--- src/rtl/comp_debouncer.sv ---
// ---------------------------------------------------------------------------
// comp_debouncer
//   Five-channel debouncer for asynchronous comparator/switch levels. Each
//   channel passes through a two-flop synchronizer. A per-channel counter then
//   requires a changed level to persist for DB_CNT consecutive edges before it
//   is accepted into comps. hold freezes acceptance; while it is high, counters
//   saturate at DB_CNT-1 so that the update happens on the first edge after
//   hold is released.
//
//   With hold low, a raw change first sampled at edge k appears on comps after
//   edge k+1+DB_CNT.
//
// Parameters
//   DB_CNT    : consecutive edges a difference must persist (1..255)
//
// Ports
//   clk       : in  1  system clock, rising edge
//   rst       : in  1  synchronous, active-high reset
//   comps_raw : in  5  asynchronous channel levels
//   hold      : in  1  freeze request; while it is high, comps does not change
//   comps     : out 5  debounced, registered channel levels
//   changed   : out 1  one-cycle pulse in the cycle comps takes a new value
//   stable    : out 1  high when no channel has a pending difference
// ---------------------------------------------------------------------------
module comp_debouncer #(
    parameter int DB_CNT = 16
) (
    input  logic       clk,
    input  logic       rst,
    input  logic [4:0] comps_raw,
    input  logic       hold,
    output logic [4:0] comps,
    output logic       changed,
    output logic       stable
);

    localparam int         NCH     = 5;
    localparam logic [7:0] CNT_MAX = 8'(DB_CNT - 1);

    logic [NCH-1:0]      sync1_q, sync1_d;
    logic [NCH-1:0]      sync2_q, sync2_d;
    logic [NCH-1:0]      comps_q, comps_d;
    logic [NCH-1:0][7:0] cnt_q, cnt_d;
    logic                changed_q, changed_d;
    logic                stable_q, stable_d;

    always_comb begin
        // NOTE: every combinational output gets a default first, so no path
        // through the block can leave a value unassigned and infer a latch.
        sync1_d = comps_raw;
        sync2_d = sync1_q;
        comps_d = comps_q;
        cnt_d   = cnt_q;

        for (int i = 0; i < NCH; i++) begin
            if (sync2_q[i] == comps_q[i]) begin
                // No difference, or a glitch that returned: restart the count.
                cnt_d[i] = 8'd0;
            end else if (cnt_q[i] < CNT_MAX) begin
                cnt_d[i] = cnt_q[i] + 8'd1;
            end else if (!hold) begin
                comps_d[i] = sync2_q[i];
                cnt_d[i]   = 8'd0;
            end
            // Otherwise hold is high: the counter stays saturated at CNT_MAX.
        end

        changed_d = |(comps_d ^ comps_q);
        // stable is computed from the next-state values so that it drops in
        // the same cycle a difference first appears on sync2.
        stable_d  = ~|(sync2_d ^ comps_d);
    end

    // NOTE: state flops use non-blocking assignments so that every flop
    // samples the pre-edge values, regardless of statement order.
    // The counters are included in the reset because a reset must discard
    // any count in progress.
    always_ff @(posedge clk) begin
        if (rst) begin
            sync1_q   <= '0;
            sync2_q   <= '0;
            comps_q   <= '0;
            cnt_q     <= '0;
            changed_q <= 1'b0;
            stable_q  <= 1'b1;
        end else begin
            sync1_q   <= sync1_d;
            sync2_q   <= sync2_d;
            comps_q   <= comps_d;
            cnt_q     <= cnt_d;
            changed_q <= changed_d;
            stable_q  <= stable_d;
        end
    end

    assign comps   = comps_q;
    assign changed = changed_q;
    assign stable  = stable_q;

endmodule

--- config.mk ---
export PLATFORM = sky130hd
export DESIGN_NAME = comp_debouncer
export DESIGN_NICKNAME = d
export VERILOG_FILES = /design/src/rtl/comp_debouncer.sv
export SDC_FILE = /design/constraint.sdc
export NUM_CORES = 1
export LEC_CHECK = 0
export ABC_AREA = 1
export CELL_PAD_IN_SITES_DETAIL_PLACEMENT = 1
export CELL_PAD_IN_SITES_GLOBAL_PLACEMENT = 1
export CORE_UTILIZATION = 38
export CTS_CLUSTER_DIAMETER = 60
export DETAILED_ROUTE_END_ITERATION = 16
export PLACE_DENSITY_LB_ADDON = 0.12
export SYNTH_ARGS = -nofsm -noshare
export SYNTH_HDL_FRONTEND = slang
export SYNTH_SLANG_ARGS = --single-unit
export TNS_END_PERCENT = 50
--- constraint.sdc ---
create_clock -name clk -period 1.25 [get_ports clk]
set_input_delay 0.25 -clock clk [delete_from_list [all_inputs] [get_ports clk]]
set_output_delay 0.25 -clock clk [all_outputs]
set_load 0.1 [all_outputs]
---- Word level (Yosys, flattened, before mapping) ----
Cells that the tools add are included.
Widths: inputs -> output; s select.
cells by class
  order comparisons ....................... 5
  add/subtract/negate cells ............... 5
  equal/unequal tests ..................... 10
  reduce and logical (&&, ||, !) cells .... 8
  mux-type cells .......................... 21
  bitwise operators ....................... 2
operators by type and width
  cell                 number
  $mux 8               6
  $add 8x1->8 const B  5
  $lt 8x4->1 const B   5
  $mux 1               15
  $ne 2x1->1 const B   5
  $reduce_or 2->1      5
  $reduce_or 5->1      2
  $xor 5x5->5          2
  $eq 1x1->1           5
  $logic_not 1->1      1
word-level totals
  word-level logic and storage cells ...... 61
  bits in registers ....................... 57

---- Logic depth before layout (Yosys ltp) ----
  depth in word-level cells ............... 6
  depth in mapped cells ................... 12
  depth with buffers taken out ............ 11

---- Least setup slack after synthesis ----
OpenSTA, ideal clock, no wires.
  path type ............................... reg-to-reg
  start point ............................. reg comps_q[4], in the netlist comps[4]
  end point ............................... reg cnt_q[35] (netlist name)
  slack ................................... -0.517 ns
  arrival ................................. 1.687 ns
  cell stages (with the launch flop) ...... 5
  cell sequence ........................... dfxtp_1 -> xor2_1 -> nand2_1 -> o21bai_4 -> nor3b_1
on the way
  cells in the longest elaborated chain, start to end .. 2
ends and longest elaborated chain
  element                           RTL line  RTL
  start: declaration                42        logic [NCH-1:0] comps_q, comps_d;
  start signal: assignment          89        comps_q <= comps_d;
  $eq 1x1->1                        56        if (sync2_q[i] == comps_q[i]) begin
  $reduce_or 2->1 (no source line)  -
  end signal: assignment            90        cnt_q <= cnt_d;
  end: declaration                  43        logic [NCH-1:0][7:0] cnt_q, cnt_d;
Every way passes these cells.
A chain may end at the register's enable or synchronous reset.

---- Worst setup path in the final report ----
  start point ............................. reg cnt_q[33] (netlist name)
  end point ............................... reg stable_q, in the netlist stable
on the way
  cells in the longest elaborated chain, start to end .. 6
ends and longest elaborated chain
  element                 RTL line  RTL
  $lt 8x4->1              59        end else if (cnt_q[i] < CNT_MAX) begin
  $mux 1                  59
  $mux 1                  56
  $xor 5x5->5             71        stable_d = ~|(sync2_d ^ comps_d);
  $reduce_or 5->1         71
  $logic_not 1->1         71
  end signal: assignment  92        stable_q <= stable_d;
  end: declaration        45        logic stable_q, stable_d;
Every way passes these cells.

==> impl_metrics.yaml <==
clock_network:
  cts_num_sinks: 57
  clk_pin_slew_ns: 0.06
  cts_root_buf: "clkbuf_8"
  insertion_delay_ns: 0.34
  clockBufferDepth: 2
  cts_tree: "yes"
  htree_num_levels: 3
  numCtsBuffers: 9
  postCtsHoldBufs: 0
job:
  maxCapViolCount: 0
setup_path:
  worstSetupStartpointType: "flop"
  critPathArrivalTime_ns: 1.63
  path_class: "flop to flop"
  crit_fanout: 3
  endpoint_kind: "flop"
  crit_required_ns: 1.53
route:
  wl_per_cell_um: 14.2
  via_count: 2277
  drt-initial-drc-count: 60
  drt-vias-per-instance: 4.81
  route.detailed.drc: 0
  wl_um: 6730
  drtAntennaViolNets: 0
  dr.pass1.iters: 6
logic_synthesis:
  yosys.area_share.simple: 0.317
  synthAdderAreaFrac: 0.0264
  yosys-top-cells-count: "nand2_1 (75), nor2_1 (66), dfxtp_1 (57)"
  async_flop_share: 0
  yosys.area.top_type_share: 0.482
  synth-compound-area-share: 0.0729
  synthTopCellsByArea: "dfxtp_1 (48%), nand2_1 (12%), nor2_1 (10%)"
  yosysWarnings: 0
  yosys_register_bits: 57
  syn_inst: 319
  synthDistinctLibCells: 25
  yosysMostFrequentCell: "nand2_1"
  synth.cell_area_um2: 2370
  synth_top_family_by_area: "simple AND/OR/NAND/NOR gates"
  ys_seq_area_frac: 0.482
  dominantRegCellSynth: "dfxtp_1"
  synth_xor_area_frac: 0.0296
  yosysTopAreaCell: "dfxtp_1"
  synthesis.nets: 332
  syn_avg_cell_area_um2: 7.42
  muxShareOfSynthArea: 0
  synth_edf_count: 0
finish:
  syn_to_final_growth_pct: 48.0
  nets: 406
  final_area_um2: 3510
  instances_no_fill: 473
  diodes: 0
  drive_gt1_frac: 0.354
die:
  die_w_um: 81.0
  rows: 28
  core-area_um2: 5960
  ioPinCount: 15
  die-area_um2: 6550
  fp.dieH_um: 81.0
  start_util: 0.398
outcome:
  violations: "setup timing"
  status: "complete, but fails checks"
power_and_ir_drop:
  power_uw: 3540
  irDropWorstVdd_mv: 0.650
  p_per_area_nw_per_um2: 1010
  leakage_uw: 0.00145
timing:
  rsz0062_at_grt: "true"
  fin_skew_ns: 0.00572
  slew_headroom: 0.816
  max_freq_mhz: 743
  tightestPinTransition_ns: 0.274
  drv_slew: 0
  setup_slack_ns: -0.0950
  period_needed_ns: 1.35
  hold_viol: 0
  setup_viol: 3
  finalCritPeriodShare: 1.08
min_path:
  hold_path.class: "input port to flop"
grt:
  grt_antenna_before_repair: 0
  grt_pass1_wl_um: 10500
  grt_overflow_total: 0
  track_usage: 0.215
  grt_pass1_vias: 2377
  grt_max_degree: 11
placed_design:
  dpl.hpwl_um: 4410
  finalWeightedCongestion: 0.775
  place_ws_ns: -0.490
  dp.cells: 451
  port_buffers: 14
  dpl-instance-area_um2: 3020
[logic make-up (layout without fill, tap and decap cells)]
| group | Yosys count | count (layout) |
|---|---|---|
| AND/OR/NAND/NOR | 180 | 180 |
| flip-flops | 57 | 57 |
| buffers and inverters | 38 | 117 |
| AO/OA/AOI/OAI | 31 | 31 |
| XOR/XNOR | 8 | 8 |
| adder cells (fa/ha/maj) | 5 | 5 |
[metrics by stage]
step	util	TNS [ns]	hold WS [ns]
floorplan	-	-0.0342	0.357
global placement	0.507	-11.01	0.417
detailed placement	0.507	-11.90	0.428
CTS	0.568	-0.00264	0.427
global route	0.589	-0.487	0.452
finish	0.589	-0.116	0.427
[cells in the final DEF (no fill, tap or decap), types with 4 or more instances in the layout]
| cell type | netlist | routed |
|---|---|---|
| ha_4 | 0 | 5 |
| nor2_1 | 66 | 51 |
| dfxtp_1 | 57 | 43 |
| nand2_1 | 75 | 68 |
| xnor2_1 | 4 | 4 |
| xor2_1 | 4 | 4 |
| o21ai_1 | 1 | 4 |
| dfxtp_2 | 0 | 9 |
| nand4_1 | 5 | 5 |
| buf_12 | 0 | 7 |
| dfxtp_4 | 0 | 5 |
| nor2_4 | 1 | 4 |
| clkdlybuf4s50_1 | 0 | 6 |
| clkbuf_8 | 1 | 10 |
| a21oi_1 | 18 | 17 |
| nand3_1 | 25 | 13 |
| nand3_4 | 0 | 10 |
| clkbuf_1 | 0 | 6 |
| o21ai_0 | 9 | 6 |
| nand2_2 | 2 | 9 |
| nor2_2 | 1 | 13 |
| buf_4 | 0 | 53 |
| inv_2 | 0 | 6 |
| inv_1 | 32 | 25 |
[path summary, 6_finish.rpt]
kind                            cells past startpoint    endpoint  slack (ns)    startpoint
worst max register to register                      8      stable        -0.1     cnt_q[33]
worst min-delay path                                3  sync1_q[2]        0.43  comps_raw[2]
worst min register to register                      2   cnt_q[30]        0.44     cnt_q[30]
worst max-delay path                                8      stable        -0.1     cnt_q[33]
[cell type report]
class / count / area (µm²)
clock buffer: 16 / 160
fill: 728 / 2450
inverter: 33 / 129
multi-input combinational: 224 / 1330
sequential: 57 / 1170
tap: 75 / 93.8
timing repair buffer: 68 / 618
[registers in the layout (all words and copies together) (netlist names)]
signal and count:
stable 1, cnt_q 40, comps 5, sync2_q 5, changed 1, sync1_q 5
[timing repair]
action | in CTS | in global routing
endpoints found under the setup margin | 30 | 26
gates resized for setup | 51 | 26
pin swaps | 18 | 9
endpoints found under the hold margin | 0 | 0
setup buffers | 2 | 4
cloned | 0 | 0
[where the power goes]
group          internal, µW  switching [µW]
clock                   780             708
sequential             1830            18.4
combinational          92.0             116
total                  2700             842
[per-layer routing]
metal / wire [µm] / part of all wire / global-route usage
met1: 2860 / 0.42 / 0.236
met2: 3550 / 0.53 / 0.377
met3: 140 / 0.021 / 0.0483
met4: 185 / 0.027 / 0.127
met5: 0 / 0 / 0
[critical path: stages (launching register included)]
cell     delay [ns]
dfxtp_2        0.34
ha_4           0.17
nand3_4        0.07
nand4_1        0.21
nand3_1        0.16
nand2_1        0.06
nor2_1         0.12
nand3_2        0.08
nand2_1        0.07
(Power assumes the default switching activity.)
